--- src/rtl/sensor_scan_pkg.sv ---
// sensor_scan_pkg: shared types, sizes and select mapping for the sensor scanner
package sensor_scan_pkg;
  typedef enum logic [1:0] {IDLE, SETTLE, SAMPLE, COMMIT} state_e;
  localparam int N_CHAN = 8;
  localparam int SEL_W = 3;
  // mux select lines are wired MSB-first, so sel is the bit-reverse of the channel index
  function automatic logic [SEL_W-1:0] sel_of(input logic [SEL_W-1:0] k);
    return {k[0], k[1], k[2]};
  endfunction
endpackage

--- src/rtl/sync_2ff.sv ---
// sync_2ff: two-flop synchronizer for a single asynchronous bit
// ports: clk, rst_n (async active-low), d_i (async input), q_o (synchronized output)
module sync_2ff (
  input  logic clk,
  input  logic rst_n,
  input  logic d_i,
  output logic q_o
);
  logic [1:0] ff_q;
  always_ff @(posedge clk or negedge rst_n)
    if (!rst_n) ff_q <= '0;
    else ff_q <= {ff_q[0], d_i};
  assign q_o = ff_q[1];
endmodule

--- src/rtl/sensor_scan.sv ---
// sensor_scan: sweeps an external 8:1 sensor mux and publishes one byte per completed sweep
// ports: clk, rst_n (async active-low), en (scan enable), mux_out (async mux output),
//        sel (mux select), chan_val (last sweep), sweep_done/changed (commit pulses), busy
// SCAN_DEBOUNCE_EN: when defined, a bit only updates when two consecutive sweeps agree on it
module sensor_scan import sensor_scan_pkg::*; #(
  parameter int SETTLE_CYCLES = 4
) (
  input  logic              clk,
  input  logic              rst_n,
  input  logic              en,
  input  logic              mux_out,
  output logic [SEL_W-1:0]  sel,
  output logic [N_CHAN-1:0] chan_val,
  output logic              sweep_done,
  output logic              changed,
  output logic              busy
);
  state_e            state_q;
  logic [SEL_W-1:0]  k_q;
  logic [7:0]        cnt_q;
  logic [N_CHAN-1:0] shadow_q;
  logic [N_CHAN-1:0] chan_d;
  logic              mux_s;
  sync_2ff u_sync (.clk(clk), .rst_n(rst_n), .d_i(mux_out), .q_o(mux_s));
`ifdef SCAN_DEBOUNCE_EN
  logic [N_CHAN-1:0] prev_q;
  assign chan_d = (shadow_q & ~(shadow_q ^ prev_q)) | (chan_val & (shadow_q ^ prev_q));
`else
  assign chan_d = shadow_q;
`endif
  always_ff @(posedge clk or negedge rst_n) begin
    if (!rst_n) begin
      state_q    <= IDLE;
      k_q        <= '0;
      cnt_q      <= '0;
      shadow_q   <= '0;
      sel        <= '0;
      chan_val   <= '0;
      sweep_done <= 1'b0;
      changed    <= 1'b0;
      busy       <= 1'b0;
`ifdef SCAN_DEBOUNCE_EN
      prev_q     <= '0;
`endif
    end else begin
      sweep_done <= 1'b0;
      changed    <= 1'b0;
      case (state_q)
        IDLE: if (en) begin
          state_q <= SETTLE;
          k_q     <= '0;
          cnt_q   <= '0;
          sel     <= sel_of(3'd0);
          busy    <= 1'b1;
        end
        SETTLE, SAMPLE: if (!en) begin
          // abort: drop the partial sweep, chan_val untouched
          state_q  <= IDLE;
          k_q      <= '0;
          cnt_q    <= '0;
          shadow_q <= '0;
          sel      <= '0;
          busy     <= 1'b0;
        end else if (state_q == SETTLE) begin
          cnt_q   <= (cnt_q == 8'(SETTLE_CYCLES - 1)) ? '0 : cnt_q + 8'd1;
          state_q <= (cnt_q == 8'(SETTLE_CYCLES - 1)) ? SAMPLE : SETTLE;
        end else begin
          shadow_q[k_q] <= mux_s;
          if (k_q == 3'(N_CHAN - 1)) state_q <= COMMIT;
          else begin
            k_q     <= k_q + 3'd1;
            sel     <= sel_of(k_q + 3'd1);
            state_q <= SETTLE;
          end
        end
        COMMIT: begin
          chan_val   <= chan_d;
          sweep_done <= 1'b1;
          changed    <= chan_d != chan_val;
`ifdef SCAN_DEBOUNCE_EN
          prev_q     <= shadow_q;
`endif
          k_q        <= '0;
          cnt_q      <= '0;
          sel        <= '0;
          busy       <= en;
          state_q    <= en ? SETTLE : IDLE;
        end
        default: state_q <= IDLE;
      endcase
    end
  end
endmodule
--- config.mk ---
export PLATFORM = sky130hd
export DESIGN_NAME = sensor_scan
export DESIGN_NICKNAME = d
export VERILOG_FILES = /design/src/rtl/sensor_scan_pkg.sv /design/src/rtl/sync_2ff.sv /design/src/rtl/sensor_scan.sv
export SDC_FILE = /design/constraint.sdc
export NUM_CORES = 1
export LEC_CHECK = 0
export ABC_AREA = 1
export CORE_MARGIN = 3
export CORE_UTILIZATION = 55
export CTS_BUF_LIST = sky130_fd_sc_hd__clkbuf_2 sky130_fd_sc_hd__clkbuf_4 sky130_fd_sc_hd__clkbuf_8
export DETAILED_ROUTE_END_ITERATION = 10
export MAX_ROUTING_LAYER = met4
export PLACE_DENSITY = 0.75
export SLEW_MARGIN = 20
export SYNTH_ARGS = -nofsm -noshare
export SYNTH_HDL_FRONTEND = slang
export SYNTH_HIERARCHICAL = 1
export SYNTH_SLANG_ARGS = --single-unit
--- constraint.sdc ---
create_clock -name clk -period 1.58 [get_ports clk]
set_input_delay 0.395 -clock clk [delete_from_list [all_inputs] [get_ports clk]]
set_output_delay 0.395 -clock clk [all_outputs]
set_load 0.05 [all_outputs]
==> results by group <==
Routing
  – Wirelength, routed: approximately 3800 microns
  – Vias: ~1600
  – DRC viols: 0
  – Iteration-0 DRC Markers: between 80 and 90
  – Max Used Layer: met4
  – Antenna-violating nets left: 0
  – Drt first pass iters: 4
  – Met3 routed WL: 210 microns
  – Wire length on met1: 1790 microns
  – Wire per inst: 11.6 microns
  – Via/cell ratio: between 4 and 5
  – Wire length on met2: 1740 microns

Die
  – Die width: 64.3 microns
  – Core ar.: 0.00315 sq mm
  – Row count: 20
  – Top-Level Pins: 18
  – Die Ht: between 60 and 70 microns
  – Initial Util: 59.2%
  – Die area: between 0.004 and 0.005 sq mm

STA
  – Final WS setup: between 0.1 and 0.15 ns
  – Worst-margin pin slew: 0.267 ns
  – Final setup vio count: 0
  – Final-report max-slew violation count: 0
  – Maximum clock frequency: 689 MHz
  – Final Hold Slack: 0.364 ns
  – Clock Skew: roughly 0.007 ns
  – Fin crit share: 91.8%
  – Headroom to the max-slew limit: 82.1%
  – Number of failing hold endpoints at the final stage: 0
  – Unrepaired setup endpoints after global routing: no
  – Min cycle time layout: 1.45 ns

Placed design
  – Pre-CTS setup slack: -0.149 ns
  – DP Area: 0.00234 sq mm
  – Dpl cells: 320
  – Port bufs: 17
  – Gpl congestion: 0.867
  – Post-DP HPWL: roughly 2800 microns

Logic synthesis
  – Fraction of registers with async set/reset: 100%
  – Number of synthesized register bits: 34
  – Avg Inst Size Synth: 7.59 sq um
  – Syn_nets: 257
  – Main combinational cell family by area after synthesis: simple AND/OR/NAND/NOR gates
  – Synth cell types: 22
  – Post-synth top cells: 84 x nand2_1, 35 x inv_1, 34 x dfrtp_1, 25 x nor2_1, 19 x o21ai_0
  – Most numerous cell in the Yosys netlist: nand2_1
  – Post-synthesis compound-gate area fraction: about 9.8%
  – Ys Warns: 6
  – Cell area after synthesis: 0.00187 sq mm
  – Yosys top cell area share: 45.6%
  – Synth Area in Adders: 4.69%
  – Number of synthesized flops with an enable pin: 0
  – Seq/Total Area, Yosys: 45.6%
  – Ys flop type: dfrtp_1
  – Post-Syn Instances: 246
  – Simple-Gate Fraction of Synth Area: 30.3%
  – Synth area leaders: dfrtp_1 46%, nand2_1 17%, inv_1 7.0%
  – Largest area contributor in the netlist: dfrtp_1
  – Xor/xnor share of the synthesized area: less than 1%
  – Mux contribution to synthesized area: 0%

Global routing
  – Largest net degree at the start of global routing: 35
  – Vias in the first global route: approximately 1500
  – Antenna violations before repair: 0
  – First-pass GRT wire length: 6670 microns
  – GR Overflow Total: 0
  – Total Routing Usage GR: 21.3%

CTS
  – Skew-Pair Late Insertion Delay: 0.32 ns
  – Root buf cell: clkbuf_4
  – CTS clk-pin slew, worst paths: around 0.10 ns
  – Worst-case clock buffer depth: 2
  – H-tree Lvls: 2
  – Hold_buf cts: 0
  – CTS tree: yes
  – Clk sinks: 34
  – Cts bufs inserted: 5

Power and ir drop
  – Maximum vdd drop: about 1200 uV
  – LEAKAGE: between 1 and 1.5 nW
  – Pwr/cell area: 1500 mW/mm^2
  – Tot Pwr: approximately 3.7 mW

Final layout
  – Fin area: about 0.0024 sq mm
  – Synth-to-Final Area Change: 30.9%
  – Final Non-Filler Cells: 327
  – Ant. Diodes: 0
  – Nets: 294
  – Share of cells above drive strength 1: 20.1%

Min path
  – Hold EP: u_sync/ff_q[1]$_DFF_PN0_
  – Hold Crit Class: register to register
  – Depth of the worst hold-timing path: 0
  – Worst hold start: u_sync/ff_q[0]$_DFF_PN0_

Setup path
  – CP Data Required Time: 1.18 ns
  – Worst R2R Path Depth: 9
  – R2R Setup Slk: 0.15 ns
  – Crit Path Category: register to output port
  – Crit end category: output port
  – Critical R2R Capture: cnt_q[2]$_DFFE_PN0P_
  – Startpoint Class: register
  – Worst Path Arrival: 1.06 ns
  – Reg2Reg Launch Point: state_q[0]$_DFFE_PN0P_
  – Worst-path maximum fanout: 8

Run status
  – Status: finished, final reports clean

Flow run
  – Max Cap Violations: 0
-- how the worst max path moves through the flow --
stage / from / end / cells past startpoint
finish: k_q[0]$_DFFE_PN0P_ / sel[2] / 2
global route: state_q[1]$_DFFE_PN0P_ / cnt_q[2]$_DFFE_PN0P_ / 9
CTS: state_q[1]$_DFFE_PN0P_ / cnt_q[4]$_DFFE_PN0P_ / 6
detailed placement: en / sel[0]$_DFFE_PN0P_ / 8
global placement: en / cnt_q[3]$_DFFE_PN0P_ / 9
floorplan: sel[0]$_DFFE_PN0P_ / sel[1]$_DFFE_PN0P_ / 6
-- critical path: stages, from the launching register on --
cell     delay, ns
dfrtp_2       0.41
buf_4         0.17
buf_12        0.15
-- cell usage in the layout, fill, tap and decap left out, types with 2 or more instances in the layout --
| cell | count |
|---|---|
| nor2_4 | 2 |
| inv_1 | 33 |
| o21ai_0 | 18 |
| o2bb2ai_1 | 4 |
| nand3_2 | 2 |
| dfrtp_1 | 32 |
| a21oi_1 | 3 |
| nand2_1 | 84 |
| nand3_1 | 10 |
| buf_12 | 15 |
| ha_1 | 5 |
| buf_4 | 14 |
| nor2_1 | 24 |
| inv_6 | 2 |
| inv_2 | 4 |
| ha_4 | 2 |
| o21ai_1 | 5 |
| nor3_1 | 4 |
| clkbuf_4 | 6 |
| clkdlybuf4s50_1 | 3 |
| dfrtp_2 | 2 |
| nand2_4 | 2 |
-- logic make-up after synthesis --
family	after synthesis
AOI/OAI and AO/OA	32
buffers and inverters	41
and+or+nand+nor	131
adders and majority gates	7
xor gates and xnor gates	1
DFF	34
-- metal layers --
metal	vias up	GRT usage (%)
met5	-	-
met4	0	5.01
met3	7	5.10
met2	38	32.5
met1	753	29.0
li1	831	-
-- state kept, by name, summed over array words and instances, names as in the netlist --
register / flops
state_q: 2
chan_d: 8
cnt_q: 8
changed: 1
chan_val: 8
sel: 2
sweep_done: 1
busy: 1
u_sync/ff_q: 2
k_q: 1
-- repair_timing --
action                                  in CTS  in global routing
endpoints found under the setup margin       0                 15
gates resized for setup                      0                 10
setup buffers                                0                  0
-- cell type report --
| cell class | instances | area, sq um |
|---|---|---|
| Timing Repair Buffer | 32 | 435 |
| Multi-Input combinational cell | 171 | 885 |
| Sequential cell | 34 | 853 |
| Tap cell | 44 | 55.1 |
| Clock buffer | 7 | 58.8 |
| Fill cell | 225 | 709 |
| Inverter | 39 | 156 |
-- per-stage QoR --
step / TNS [ns] / utilization (%)
3_3_place_gp: -1.21 / 74.4
5_1_grt: 0 / 77.5
2_1_floorplan: 0 / -
4_1_cts: 0 / 76.2
6_report: 0 / 77.5
3_5_place_dp: -2.01 / 74.4
-- power breakdown --
group | internal (mW) | switching [mW]
clock network | 0.227 | 0.271
registers | 1.02 | 0.119
logic | 0.847 | 1.19
Note: power is estimated with default switching activity, not from simulation.
